==> src/rtl/cal_arbiter_pkg.sv <==
// cal_arbiter_pkg: owner select codes, arbiter state encodings and default parameters
// shared by the arbiter, its burst counter and the downstream mux encoder.
`default_nettype none

package cal_arbiter_pkg;

  localparam logic ARB_CPU = 1'b0;
  localparam logic ARB_ACC = 1'b1;

  typedef enum logic [1:0] {
    ARB_ST_IDLE = 2'd0,
    ARB_ST_CPU  = 2'd1,
    ARB_ST_ACC  = 2'd2
  } arb_state_t;

  localparam int ACC_MAX_BURST_DEF = 16;
  localparam int CNT_W_DEF         = 5;

endpackage

`default_nettype wire

==> src/rtl/cal_arb_burst_cnt.sv <==
// cal_arb_burst_cnt: clear/enable saturating counter whose terminal count flags
// that the ACC has held the port for TC_VAL+1 cycles.
`default_nettype none

module cal_arb_burst_cnt #(
  parameter int CNT_W  = 5,
  parameter int TC_VAL = 15
) (
  input  logic clk,
  input  logic rst_n,
  input  logic i_clr,
  input  logic i_en,
  output logic o_tc
);

  logic [CNT_W-1:0] r_cnt;

  always_ff @(posedge clk or negedge rst_n) begin
    if (!rst_n) begin
      r_cnt <= '0;
    end else if (i_clr) begin
      r_cnt <= '0;
    end else if (i_en && (r_cnt != {CNT_W{1'b1}})) begin
      r_cnt <= r_cnt + 1'b1;
    end
  end

  // >= rather than == so a CPU request arriving after saturation still forces a yield
  assign o_tc = (r_cnt >= CNT_W'(TC_VAL));

endmodule

`default_nettype wire

==> src/rtl/cal_arbiter.sv <==
// cal_arbiter: CPU/ACC data-port arbiter with alternating priority and one-cycle turnaround.
// Define CAL_ARB_BURST_LIMIT_EN to enable the ACC burst limit and the acc_yield pulse.
`default_nettype none

module cal_arbiter
  import cal_arbiter_pkg::*;
#(
  parameter int ACC_MAX_BURST = ACC_MAX_BURST_DEF,
  parameter int CNT_W         = CNT_W_DEF
) (
  input  logic clk,
  input  logic rst_n,
  input  logic cpu_req,
  input  logic acc_req,
  output logic cpu_gnt,
  output logic acc_gnt,
  output logic arb_res,
  output logic busy,
  output logic acc_yield
);

  if ((ACC_MAX_BURST < 2) || (ACC_MAX_BURST > (1 << CNT_W))) begin : g_param_chk
    $error("cal_arbiter: ACC_MAX_BURST out of range for CNT_W");
  end

  arb_state_t r_state;
  arb_state_t w_state_nxt;
  logic       r_last_owner;
  logic       w_last_owner_nxt;
  logic       r_acc_yield;
  logic       w_acc_yield_nxt;
  logic       w_force_yield;

`ifdef CAL_ARB_BURST_LIMIT_EN
  logic w_burst_tc;

  cal_arb_burst_cnt #(
    .CNT_W  (CNT_W),
    .TC_VAL (ACC_MAX_BURST - 1)
  ) u_burst_cnt (
    .clk   (clk),
    .rst_n (rst_n),
    .i_clr (r_state != ARB_ST_ACC),
    .i_en  (r_state == ARB_ST_ACC),
    .o_tc  (w_burst_tc)
  );

  assign w_force_yield = w_burst_tc & cpu_req;
`else
  assign w_force_yield = 1'b0;
`endif

  always_comb begin
    w_state_nxt      = r_state;
    w_last_owner_nxt = r_last_owner;
    w_acc_yield_nxt  = 1'b0;
    case (r_state)
      ARB_ST_IDLE: begin
        // on contention the side that did not own the port last wins
        if (cpu_req && (!acc_req || (r_last_owner == ARB_ACC))) begin
          w_state_nxt = ARB_ST_CPU;
        end else if (acc_req) begin
          w_state_nxt = ARB_ST_ACC;
        end
      end
      ARB_ST_CPU: begin
        if (!cpu_req) begin
          w_state_nxt      = ARB_ST_IDLE;
          w_last_owner_nxt = ARB_CPU;
        end
      end
      ARB_ST_ACC: begin
        if (!acc_req) begin
          w_state_nxt      = ARB_ST_IDLE;
          w_last_owner_nxt = ARB_ACC;
        end else if (w_force_yield) begin
          w_state_nxt      = ARB_ST_IDLE;
          w_last_owner_nxt = ARB_ACC;
          w_acc_yield_nxt  = 1'b1;
        end
      end
      default: begin
        w_state_nxt = ARB_ST_IDLE;
      end
    endcase
  end

  always_ff @(posedge clk or negedge rst_n) begin
    if (!rst_n) begin
      r_state      <= ARB_ST_IDLE;
      r_last_owner <= ARB_ACC;
      r_acc_yield  <= 1'b0;
    end else begin
      r_state      <= w_state_nxt;
      r_last_owner <= w_last_owner_nxt;
      r_acc_yield  <= w_acc_yield_nxt;
    end
  end

  assign cpu_gnt   = (r_state == ARB_ST_CPU);
  assign acc_gnt   = (r_state == ARB_ST_ACC);
  assign arb_res   = (r_state == ARB_ST_ACC) ? ARB_ACC : ARB_CPU;
  assign busy      = (r_state != ARB_ST_IDLE);
  assign acc_yield = r_acc_yield;

endmodule

`default_nettype wire

==> config.mk <==
export PLATFORM = sky130hd
export DESIGN_NAME = cal_arbiter
export DESIGN_NICKNAME = d
export VERILOG_FILES = /design/src/rtl/cal_arbiter_pkg.sv /design/src/rtl/cal_arb_burst_cnt.sv /design/src/rtl/cal_arbiter.sv
export SDC_FILE = /design/constraint.sdc
export NUM_CORES = 1
export LEC_CHECK = 0
export ABC_AREA = 1
export CAP_MARGIN = 20
export CORE_AREA = 2 2 39 41
export DETAILED_ROUTE_END_ITERATION = 7
export DIE_AREA = 0 0 41 43
export GPL_ROUTABILITY_DRIVEN = 0
export PLACE_DENSITY_LB_ADDON = 0.3
export SYNTH_ARGS = -nofsm -noshare
export SYNTH_HDL_FRONTEND = slang
export SYNTH_SLANG_ARGS = --single-unit
==> constraint.sdc <==
create_clock -name clk -period 0.9 [get_ports clk]
set_input_delay 0.09 -clock clk [delete_from_list [all_inputs] [get_ports clk]]
set_output_delay 0.09 -clock clk [all_outputs]
set_load 0.01 [all_outputs]
==> results.txt <==
First-pass DRT Iterations: 1
Slew Viols, Final: 0
Max cap viols: 0
Setup slack after layout: -122.9 ps
Clock root buffer: clkbuf_4
Sequential cell area: 76.32 um2
Via count: 181
Vias in the first global route: 163
Required @ worst endpoint: 810 ps
CTS Buffer Depth: 2
Cts bufs inserted: 3
Post-route setup TNS: -498.0 ps
FMAX: 977.6 MHz
Hold Fails Final Rpt: 0
CP arrival: 930 ps
Setup Skew: 1.509 ps
Area grow syn2layout: 73.68%
DR vias/cell: 3.291
Crit path buffers/inverters: 3
Most frequent CP cell: inv_2
Final period util: 1.137
Largest net degree at the start of global routing: 4
CP max FO: 2
Sequential element share of the synthesized area: 0.4013
Filler instances: 158
Area of the die: 1763 um2
P per Cell Area: 3783 nW/um2
RSZ-0062 raised after global routing: yes
Rows: 14
Failing checks: negative setup slack
Inserted Diodes: 0
Dpl cells: 51
Worst IR Drop VDD: 1.247 mV
R2R depth: 5
Port buffer count: 7
Ys Warns: 0
Htree depth: 1
Mapped Cells: 27
Net switching power: 0.4687 mW
Internal power component: 0.7808 mW
First-pass GRT wire length: 641 um
Worst Hold Class: input pin to asynchronous set/reset pin
Worst-Skew Late Latency: 230 ps
Net Sw Frac: 0.3751
Sequential cell fraction of total power: 0.221
Clock transition at path regs: 40 ps
Area post-placement: 287.8 um2
Crit-path slowest cell: dfrtp_1
Clock share of power: 0.186
Final instance area: 330.3 um2
CP Depth: 4
Remaining global-route overflow: 0
Initial antenna violation count: 0
Drt total wl: 423 um
Initial core utilization: 0.1374
#FFs+latches synth: 3
Remaining DRCs: 0
Hold slack: 45.13 ps
Min Clock Period, post-route: 1023 ps
Avg Inst Size Synth: 7.044 um2
Die Wd: 41 um
Post-CTS setup buffers: 0
Status: finished with violations
Setup crit end kind: output pin
Ports: 9
Netlist cell types: 12
Final Net Count: 44
Post-Syn Area: 190.2 um2
Post-CTS Hold Buffers: 0
WL/cell: 7.691 um
Comb pwr share: 0.593
Crit path cell chain: inv_2 > nand2_2 > inv_2 > buf_6
Initial DRC Count: 0
Most frequent cells in the layout: 4 x inv_2, 4 x inv_1, 4 x nand2_1, 4 x buf_6
Die Span Y: 43 um
Critical path's top delay family: flip-flops
Final setup viols: 6
Post-Syn Nets: 31
CP Class: register to output pin
Worst path max stage delay: 390 ps
Setup crit start kind: register
Cell Count, Final, Fillers Out: 55
Total Routing Usage GR: 0.06237
CTS tree: done
Layout cells sized above 1: 0.5385
Total chip power: 1.249 mW
Clock sink total: 3
Core area: 1384 um2
Area of the multi-input gates: 82.58 um2
P_leak: 0.1773 nW
Antenna-violating nets left: 0
-- metrics by stage --
stage | utilization | setup slack (ps)
global placement | 0.2080 | -291.6
global route | 0.2387 | -174.6
finish | 0.2387 | -122.9
CTS | 0.2324 | -132.2
detailed placement | 0.2080 | -299.9
floorplan | - | 54.09
-- Yosys cell counts (all sizes together) --
| cell | n | area share |
|---|---|---|
| inv | 8 | 0.16 |
| buf | 2 | 0.079 |
| dfstp | 1 | 0.14 |
| nand2 | 7 | 0.18 |
| conb | 1 | 0.020 |
| o21ai | 2 | 0.053 |
| nor2 | 2 | 0.039 |
| o21bai | 1 | 0.039 |
| o22ai | 1 | 0.033 |
| dfrtp | 2 | 0.26 |
-- final cells by class --
type	count	area share
inverter	8	0.09091
multi-input combinational	14	0.2500
clock buffer	4	0.07955
tap	16	0.06061
timing repair buffer	10	0.2879
sequential	3	0.2311
-- registers in the layout (all words and copies together), names as in the netlist --
name and flops:
r_last_owner 1, r_state 2
-- worst reg2reg max path, stage by stage (launching register included) --
cell,delay [ps]
dfrtp_1,390
inv_2,90
nand2_4,60
buf_6,120
nor2_2,80
o21bai_1,70
-- what timing repair did --
item,4_1_cts,5_1_grt
resized for setup,24,3
setup endpoints to repair,6,7
endpoints found under the hold margin,0,0
pin swaps,2,2
cloned,0,0
-- power by group through the flow --
stage	Clock, mW	Combinational, mW	Sequential, mW
finish	0.232	0.741	0.276
global placement	0	0.659	0.265
CTS	0.248	0.720	0.272
detailed placement	0	0.654	0.265
global route	0.264	0.804	0.283
floorplan	0	0.342	0.252
-- per-layer routing --
layer / vias up / share of wire / global-route usage
met5: - / 0 / 0
met4: 0 / 0 / 0.02000
met3: 0 / 0.057 / 0.07853
met2: 3 / 0.54 / 0.07500
met1: 79 / 0.40 / 0.06472
li1: 99 / - / -
-- kinds of logic after synthesis --
group | count (synthesis) | share of synthesized area
buf+inv | 10 | 0.2368
simple gates | 9 | 0.2171
compound gates | 4 | 0.1250
flops | 3 | 0.4014
other cells | 1 | 0.01972
-- final timing paths --
check                                              start  slack [ps]                        to
worst min register to register  r_last_owner$_DFFE_PN1P_         480  r_last_owner$_DFFE_PN1P_
worst max register to register    r_state[0]$_DFFE_PN0P_         -30    r_state[1]$_DFFE_PN0P_
worst min-delay path                               rst_n          50    r_state[1]$_DFFE_PN0P_
max in group asynchronous                          rst_n         630  r_last_owner$_DFFE_PN1P_
min in group clk                                 acc_req         450  r_last_owner$_DFFE_PN1P_
worst max-delay path              r_state[0]$_DFFE_PN0P_        -120                   acc_gnt
(Power assumes the default switching activity.)
